## config.mk

```make
export PLATFORM = sky130hd
export DESIGN_NAME = pipelined_shifter
export DESIGN_NICKNAME = d
export VERILOG_FILES = /design/src/rtl/pipelined_shifter.sv
export SDC_FILE = /design/constraint.sdc
export NUM_CORES = 1
export LEC_CHECK = 0
export ABC_AREA = 1
export BUFFER_PORTS_ARGS = -buffer_cell sky130_fd_sc_hd__buf_2
export CORE_AREA = 2 2 103 180
export DETAILED_ROUTE_END_ITERATION = 8
export DIE_AREA = 0 0 105 182
export GPL_TIMING_DRIVEN = 0
export PLACE_DENSITY_LB_ADDON = 0.08
export SLEW_MARGIN = 20
export SYNTH_ARGS = -nofsm -noshare
export SYNTH_HDL_FRONTEND = slang
export SYNTH_SLANG_ARGS = --single-unit
```

## constraint.sdc

```tcl
create_clock -name clock -period 2.6 [get_ports clock]
set_clock_uncertainty 0.15 [all_clocks]
set_input_delay 0.52 -clock clock [delete_from_list [all_inputs] [get_ports clock]]
set_output_delay 0.52 -clock clock [all_outputs]
set_load 0.005 [all_outputs]
```

## src/rtl/pipelined_shifter.sv

```systemverilog
// pipelined_shifter: variable shift/rotate unit. Pipeline stage k applies a
// shift of 2^k when bit k of the amount is set. Both sides use valid/ready,
// and the pipeline sustains one operation per clock.
module pipelined_shifter #(
    parameter int WIDTH = 32
) (
    input  logic                       clock,
    input  logic                       reset,
    input  logic                       io_in_valid,
    output logic                       io_in_ready,
    input  logic [WIDTH-1:0]           io_in_data,
    input  logic [$clog2(WIDTH)-1:0]   io_in_amt,
    input  logic [1:0]                 io_in_mode,
    output logic                       io_out_valid,
    input  logic                       io_out_ready,
    output logic [WIDTH-1:0]           io_out_data,
    output logic                       io_out_zero
);

    localparam int AW  = $clog2(WIDTH);
    localparam int LAT = AW;

    localparam logic [1:0] MODE_SLL = 2'd0;
    localparam logic [1:0] MODE_SRL = 2'd1;
    localparam logic [1:0] MODE_SRA = 2'd2;

    // One shift level. sh is a constant power of two below WIDTH, so the
    // ROL wrap term never shifts by the full width.
    function automatic logic [WIDTH-1:0] shift_level(
        input logic [WIDTH-1:0] d,
        input logic [1:0]       m,
        input logic             en,
        input int               sh
    );
        logic [WIDTH-1:0] r;
        logic [WIDTH-1:0] fill;
        r    = d;
        fill = ~({WIDTH{1'b1}} >> sh);
        if (en) begin
            case (m)
                MODE_SLL: r = d << sh;
                MODE_SRL: r = d >> sh;
                MODE_SRA: r = (d >> sh) | (fill & {WIDTH{d[WIDTH-1]}});
                default:  r = (d << sh) | (d >> (WIDTH - sh));
            endcase
        end
        return r;
    endfunction

    logic [LAT-1:0]   v_q;
    logic [WIDTH-1:0] data_q   [LAT];
    logic [AW-1:0]    amt_q    [LAT];
    logic [1:0]       mode_q   [LAT];
    logic             zero_q;

    logic [LAT-1:0]   adv;
    logic [LAT-1:0]   load;
    logic [WIDTH-1:0] lvl      [LAT];
    logic [AW-1:0]    amt_src  [LAT];
    logic [1:0]       mode_src [LAT];
    logic             in_fire;

    // A valid stage advances when the consumer takes the head or a bubble
    // exists anywhere above it, since every stage in between then moves too.
    always_comb begin : adv_calc
        logic hole;
        adv = '0;
        for (int k = 0; k < LAT; k++) begin
            hole = 1'b0;
            for (int j = k + 1; j < LAT; j++) begin
                hole = hole | ~v_q[j];
            end
            adv[k] = v_q[k] & (io_out_ready | hole);
        end
    end

    assign io_in_ready = !reset && (!v_q[0] || adv[0]);
    assign in_fire     = io_in_valid && io_in_ready;

    // Per-stage load enables and next values, each shifted by that stage's level.
    always_comb begin
        load        = '0;
        load[0]     = in_fire;
        lvl[0]      = shift_level(io_in_data, io_in_mode, io_in_amt[0], 1);
        amt_src[0]  = io_in_amt;
        mode_src[0] = io_in_mode;
        for (int k = 1; k < LAT; k++) begin
            load[k]     = adv[k-1];
            lvl[k]      = shift_level(data_q[k-1], mode_q[k-1], amt_q[k-1][k], 1 << k);
            amt_src[k]  = amt_q[k-1];
            mode_src[k] = mode_q[k-1];
        end
    end

    // Stage registers: load on upstream advance, drop valid when leaving
    // without a replacement, and otherwise hold every field.
    always_ff @(posedge clock) begin
        if (reset) begin
            v_q    <= '0;
            zero_q <= 1'b1;
            for (int k = 0; k < LAT; k++) begin
                data_q[k] <= '0;
                amt_q[k]  <= '0;
                mode_q[k] <= '0;
            end
        end else begin
            for (int k = 0; k < LAT; k++) begin
                if (load[k]) begin
                    v_q[k]    <= 1'b1;
                    data_q[k] <= lvl[k];
                    amt_q[k]  <= amt_src[k];
                    mode_q[k] <= mode_src[k];
                end else if (adv[k]) begin
                    v_q[k] <= 1'b0;
                end
            end
            if (load[LAT-1]) begin
                zero_q <= (lvl[LAT-1] == '0);
            end
        end
    end

    assign io_out_valid = v_q[LAT-1];
    assign io_out_data  = data_q[LAT-1];
    assign io_out_zero  = zero_q;

endmodule
```

==> results of run 1 <==
[cell type report]
class / count / area (um2) / share of cell area
clock buffer: 20 / 436.7 / 0.03662
clock inverter: 12 / 106.4 / 0.008919
tap: 234 / 292.8 / 0.02455
sequential: 184 / 5465 / 0.4583
buffer: 103 / 623.1 / 0.05226
multi-input combinational: 766 / 3495 / 0.2931
inverter: 289 / 1085 / 0.09098
timing repair buffer: 78 / 420.4 / 0.03526
[flip-flops by register name (all words and copies together), names as in the netlist]
| name | cells |
|---|---|
| v_q | 5 |
| data_q | 160 |
| io_out_zero | 1 |
| mode_q | 8 |
| amt_q | 10 |
[Yosys cell counts (all sizes together)]
| cell | count |
|---|---|
| clkinv | 2 |
| a22oi | 14 |
| nor2 | 51 |
| o211ai | 1 |
| edfxtp | 178 |
| dfxtp | 6 |
| o21ai | 167 |
| buf | 64 |
| o21a | 5 |
| nand3 | 18 |
| o32ai | 1 |
| clkbuf | 39 |
| or2 | 17 |
| nand4 | 3 |
| inv | 287 |
| a21oi | 163 |
| nand2 | 324 |
| xor2 | 1 |
| a31oi | 1 |
[metal layers]
| layer | track usage | part of all wire |
|---|---|---|
| met2 | 0.6504 | 0.61 |
| met4 | 0.2459 | 0.086 |
| met3 | 0.03374 | 0.026 |
| met1 | 0.2103 | 0.28 |
| met5 | 0 | 0 |
[what timing repair did]
action	CTS	global route
endpoints found under the setup margin	0	1
hold buffers	0	0
resized for setup	0	1
[power by group]
group | switching [mW] | internal [mW] | leakage (nW)
logic | 0.871 | 0.449 | 4.03
registers | 0.155 | 3.54 | 1.90
clock network | 1.17 | 1.26 | 0.257
[cell families (layout without fill, tap and decap cells)]
group / after synthesis / in the layout / share of synthesized area
simple gates: 413 / 413 / 0.1553
xor+xnor: 1 / 1 / 0.0008223
flops: 184 / 184 / 0.5130
buf+inv: 392 / 502 / 0.1603
compound gates: 352 / 352 / 0.1705
[placed cells by master (no fill, tap or decap)]
cell type,count
o21a_1,5
nand3_1,18
buf_1,1
nand4_4,1
clkinvlp_4,3
inv_2,2
nand4_2,1
clkbuf_16,17
inv_1,285
o211ai_1,1
inv_6,6
dfxtp_1,6
o21ai_0,154
nand4_1,1
nand2_1,318
nor2_4,1
buf_6,12
clkinv_1,2
clkbuf_1,42
o32ai_1,1
clkinv_4,1
or2_2,17
xor2_1,1
buf_12,2
buf_2,94
inv_8,2
a31oi_1,1
nand2_2,6
buf_4,33
nor2_1,49
nor2_2,1
a21oi_1,163
a22oi_1,14
o21ai_1,13
edfxtp_1,178
[worst max-delay path by stage]
stage	from	to	slack (ns)	depth (start not counted)
3_3_place_gp	io_out_ready	amt_q[0][4]	-0.32	9
5_1_grt	amt_q[0][19]	io_out_zero	0.03	10
3_5_place_dp	reset	data_q[0][154]	0.002	7
2_1_floorplan	reset	amt_q[0][1]	0.19	6
4_1_cts	mode_q[0][7]	io_out_zero	0.17	10
6_report	amt_q[0][19]	io_out_zero	0.13	10
[stage by stage]
| stage | hold slack, ns | utilization |
|---|---|---|
| 6_report | 0.1908 | 0.6725 |
| 3_5_place_dp | 0.3167 | 0.6418 |
| 4_1_cts | 0.1762 | 0.6724 |
| 3_3_place_gp | 0.3054 | 0.6388 |
| 2_1_floorplan | 0.3136 | - |
| 5_1_grt | 0.1965 | 0.6725 |
==> flow_summary.json, run 1 <==
{
  "grt-ovfl-total": 0,
  "status": "complete, no violations",
  "min_from": "reset",
  "place_area_mm2": 0.01138,
  "hold-path-cell-count": 2,
  "worstSetupEndpointType": "register",
  "reg2reg_slack_ns": 0.13,
  "grt_pass1_wl_um": 42850,
  "fin_crit_ns": 2.473,
  "start_util": 0.6008,
  "crit_path_start_kind": "register",
  "rsz0062_at_grt": "false",
  "r2r-end": "io_out_zero",
  "numCtsBuffers": 17,
  "syn_nets": 1385,
  "numPortBuffers": 76,
  "drt_iter0_markers": 352,
  "final_layout_size_suffix_gt1_frac": 0.1371,
  "die_h_um": 182,
  "drv_cap": 0,
  "worstMarginPinSlew_ns": 0.9186,
  "power-per-cell-area_mw_per_mm2": 624.4,
  "synth_top_area_frac": 0.5018,
  "ir_drop_v": 0.0003813,
  "post-cts-setup-buffers": 0,
  "grt_pass1_vias": 8753,
  "dp_slack_ns": 0.001698,
  "avgSynthCellArea_um2": 7.938,
  "final_cell_count_no_fill": 1686,
  "dp.cells": 1654,
  "holdPathEnd": "v_q[2]",
  "fp-row-count": 65,
  "crit_arrival_ns": 2.66,
  "hp-class": "in2reg",
  "area_growth_pct": 11.93,
  "synthCells": 1342,
  "drtPass1Iterations": 6,
  "cp.buffers_inverters": 1,
  "drc": 0,
  "setup_viol": 0,
  "ant_nets": 0,
  "wl_um": 27760,
  "antenna_found_initial": 0,
  "critPathMaxStageDelay_ns": 0.61,
  "total_power_mw": 7.445,
  "die_x_um": 105,
  "synth.area.top_cells": "edfxtp_1 50%, nand2_1 11%, inv_1 10%",
  "finalCritPeriodShare": 0.9510,
  "ys_seq_elements": 184,
  "crit_type": "reg2reg",
  "coreArea_mm2": 0.01773,
  "path_cells": "clkbuf_1 > nand2_1 > o21ai_0 > nor2_1 > nand2_1 > nor2_1 > nand2_1 > nor2_1 > nand2_1 > nand2_1",
  "diodes": 0,
  "io_pins": 78,
  "tns_ns": 0,
  "fin_area_mm2": 0.01192,
  "reg2reg_from": "amt_q[0][19]",
  "yosysTopAreaCell": "edfxtp_1",
  "finalWeightedCongestion": 0.9630,
  "num_vias": 8756,
  "die_area_mm2": 0.01911,
  "hpwl_um": 22210,
  "cts_tree": "yes",
  "grt_max_degree": 37,
  "cp_top_family": "simple AND/OR/NAND/NOR gates",
  "final_nets": 1482,
  "clkSlewWorstSetupHoldPaths_ns": 0.07,
  "grt.total_usage": 0.3012,
  "layout_setup_ws_ns": 0.1274,
  "reg2regPathDepth": 10,
  "drv_slew": 0,
  "synth_area_mm2": 0.01065,
  "wl_per_cell_um": 16.47,
  "yosys_warnings": 0,
  "max_slew_margin": 0.3876,
  "synth_cell_types": 28,
  "crit_fanout": 10,
  "clockRootBuffer": "clkbuf_16",
  "vias_per_cell": 5.193,
  "crit_top_cell": "nand2_1",
  "fillers": 1541,
  "slowest_stage": "o21ai_0",
  "yosysSeqAreaShare": 0.5130,
  "h-tree-depth": 4,
  "clk_path_buf_depth": 2,
  "finalHoldViolCount": 0,
  "cts.sinks": 184,
  "p_leak_nw": 6.185,
  "required_ns": 2.78,
  "insertion_delay_ns": 0.44,
  "fmax_mhz": 404.4
}
No activity file was read; power rests on OpenSTA's default activity.
==> run 2: changes to the inputs <==
- BUFFER_PORTS_ARGS: -buffer_cell sky130_fd_sc_hd__buf_2 -> default
- CORE_AREA: 2 2 103 180 -> 2 2 100 175
- DIE_AREA: 0 0 105 182 -> 0 0 102 177
- DONT_BUFFER_PORTS: default -> 1
==> run 2 against run 1 <==
Compared with the run above:
- critical path depth fell by 1
- highest routed layer unchanged
- critical endpoint is now data_q[0][110]
- combinational power fell by 6%
- global-route usage rose by 1.3 points
- first-iteration DRC count rose by 20%
- die area fell by 5.5%
- sequential share of layout area rose by 1.5 points
- total power rose by 2.0%
- count of clock-buffer cells in the layout fell by 3
- flip-flop and latch count did not move
- critical path type unchanged
- register-to-register slack got worse by 0.05 ns
- worst hold slack got worse by 0.085 ns
==> flow_summary.json, run 2 (synthesis results as in run 1) <==
{
  "io_pins": 78,
  "rsz0062_at_grt": "false",
  "clkSlewWorstSetupHoldPaths_ns": 0.07,
  "ir_drop_v": 0.0004384,
  "numCtsBuffers": 17,
  "intPower_mw": 5.457,
  "layout_commonest_cell": "nand2_1",
  "clk_path_buf_depth": 2,
  "hp-class": "in2reg",
  "die_x_um": 102,
  "area_growth_pct": 8.398,
  "dp_slack_ns": 0.02331,
  "die_area_mm2": 0.01805,
  "hpwl_um": 21420,
  "drv_cap": 0,
  "finalWeightedCongestion": 0.9740,
  "finish.utilization": 0.6910,
  "drc": 0,
  "fin_crit_ns": 2.522,
  "switching_share": 0.2811,
  "reg2reg_slack_ns": 0.08,
  "p_seq_frac": 0.487,
  "drt_iter0_markers": 423,
  "hold_buffers": 0,
  "numPortBuffers": 0,
  "fmax_mhz": 396.5,
  "setup_viol": 0,
  "largest_register": "data_q",
  "drv_slew": 0,
  "ant_nets": 0,
  "cts.sinks": 184,
  "status": "complete, no violations",
  "clockRootBuffer": "clkbuf_16",
  "wl_um": 26970,
  "finalCritPeriodShare": 0.9701,
  "grt_max_degree": 39,
  "drtPass1Iterations": 5,
  "crit_type": "reg2reg",
  "final_nets": 1403,
  "total_power_mw": 7.591,
  "num_vias": 8501,
  "crit_path_start_kind": "register",
  "crit_fanout": 10,
  "vias_per_cell": 5.313,
  "h-tree-depth": 4,
  "cts_tree": "yes",
  "grt_pass1_vias": 8648,
  "reg_top3": "data_q: 160 flops, amt_q: 10 flops, mode_q: 8 flops",
  "pwr-share-clk": 0.349,
  "diodes": 0,
  "worstSetupEndpointType": "register",
  "multi_input_area_mm2": 0.003492,
  "crit_arrival_ns": 2.68,
  "grt.total_usage": 0.3139,
  "fillers": 1375,
  "antenna_found_initial": 0,
  "power_switching_mw": 2.134,
  "start_util": 0.6375,
  "insertion_delay_ns": 0.43,
  "power-per-cell-area_mw_per_mm2": 657.4,
  "largest_reg_flops": 160,
  "fp-row-count": 63,
  "coreArea_mm2": 0.01671,
  "layout_setup_ws_ns": 0.07773,
  "die_h_um": 177,
  "wl_per_cell_um": 16.86,
  "mostFrequentLayoutCells": "318 x nand2_1, 285 x inv_1, 178 x edfxtp_1",
  "finalHoldViolCount": 0,
  "required_ns": 2.75,
  "p_leak_nw": 5.892,
  "max_slew_margin": 0.4280,
  "worstMarginPinSlew_ns": 0.8580,
  "final_layout_size_suffix_gt1_frac": 0.08813,
  "ff_latch_area_mm2": 0.005465,
  "combPwrFrac": 0.164,
  "grt_pass1_wl_um": 41640,
  "grt-ovfl-total": 0
}
==> run 2: cell count changes in the layout (fill, tap and decap cells not counted), moves of 2 or more <==
cell	previous run	this run
clkinvlp_4	3	0
buf_12	2	0
clkinv_4	1	5
clkinv_1	2	4
clkbuf_1	42	38
buf_2	94	18
inv_6	6	1
clkinv_2	0	3
bufinv_16	0	3
==> run 2: path summary, 6_finish.rpt <==
check                         to     startpoint  cells after the start
setup reg to reg  data_q[0][110]   mode_q[0][5]                      9
hold / removal      mode_q[0][1]  io_in_mode[1]                      2
setup / recovery  data_q[0][110]   mode_q[0][5]                      9
hold reg to reg      amt_q[0][9]    amt_q[0][4]                      2
==> run 2: timing repair <==
action                     in CTS  in global routing
setup endpoints to repair       0                  1
resized for setup               0                  1
setup buffers                   0                  0
==> run 2: per-layer routing <==
metal,track usage,vias to the layer above,routed length [um]
li1,-,4286,-
met2,0.6582,300,16400
met5,0,-,0
met4,0.2556,0,2215
met3,0.03555,111,775
met1,0.2237,3804,7575
==> run 2: power groups by stage <==
| stage | clock network [mW] | registers [mW] | logic, mW |
|---|---|---|---|
| 2_1_floorplan | 0 | 3.69 | 0.909 |
| 6_report | 2.65 | 3.70 | 1.24 |
| 3_5_place_dp | 0 | 3.75 | 1.22 |
| 5_1_grt | 2.76 | 3.72 | 1.40 |
| 4_1_cts | 2.66 | 3.69 | 1.23 |
| 3_3_place_gp | 0 | 3.75 | 1.20 |
==> run 2: final cells by class <==
cell class / instances / share of cell area
Sequential cell: 184 / 0.4733
Clock buffer: 17 / 0.03684
Buffer: 102 / 0.05364
Multi-Input combinational cell: 766 / 0.3024
Tap cell: 227 / 0.02460
Inverter: 289 / 0.09394
Clock inverter: 15 / 0.01528
==> run 2: critical path, cell delays in order, from the launching register on <==
cell and delay, ns:
edfxtp_1 0.41, inv_1 0.09, or2_2 0.11, nand2_1 0.22, inv_1 0.30, clkbuf_1 0.46
nand2_1 0.10, a21oi_1 0.35, nand2_1 0.12, inv_1 0.08
==> run 2: metrics by stage <==
stage	hold slack (ns)	setup TNS (ns)	area, um2	cells
final	0.1057	0	11550	1600
after detailed placement	0.3478	0	10950	1569
after floorplan	0.3136	0	10650	1342
after global placement	0.3296	-10.20	10940	1569
after global routing	0.1096	0	11550	1600
after CTS	0.09690	0	11550	1601
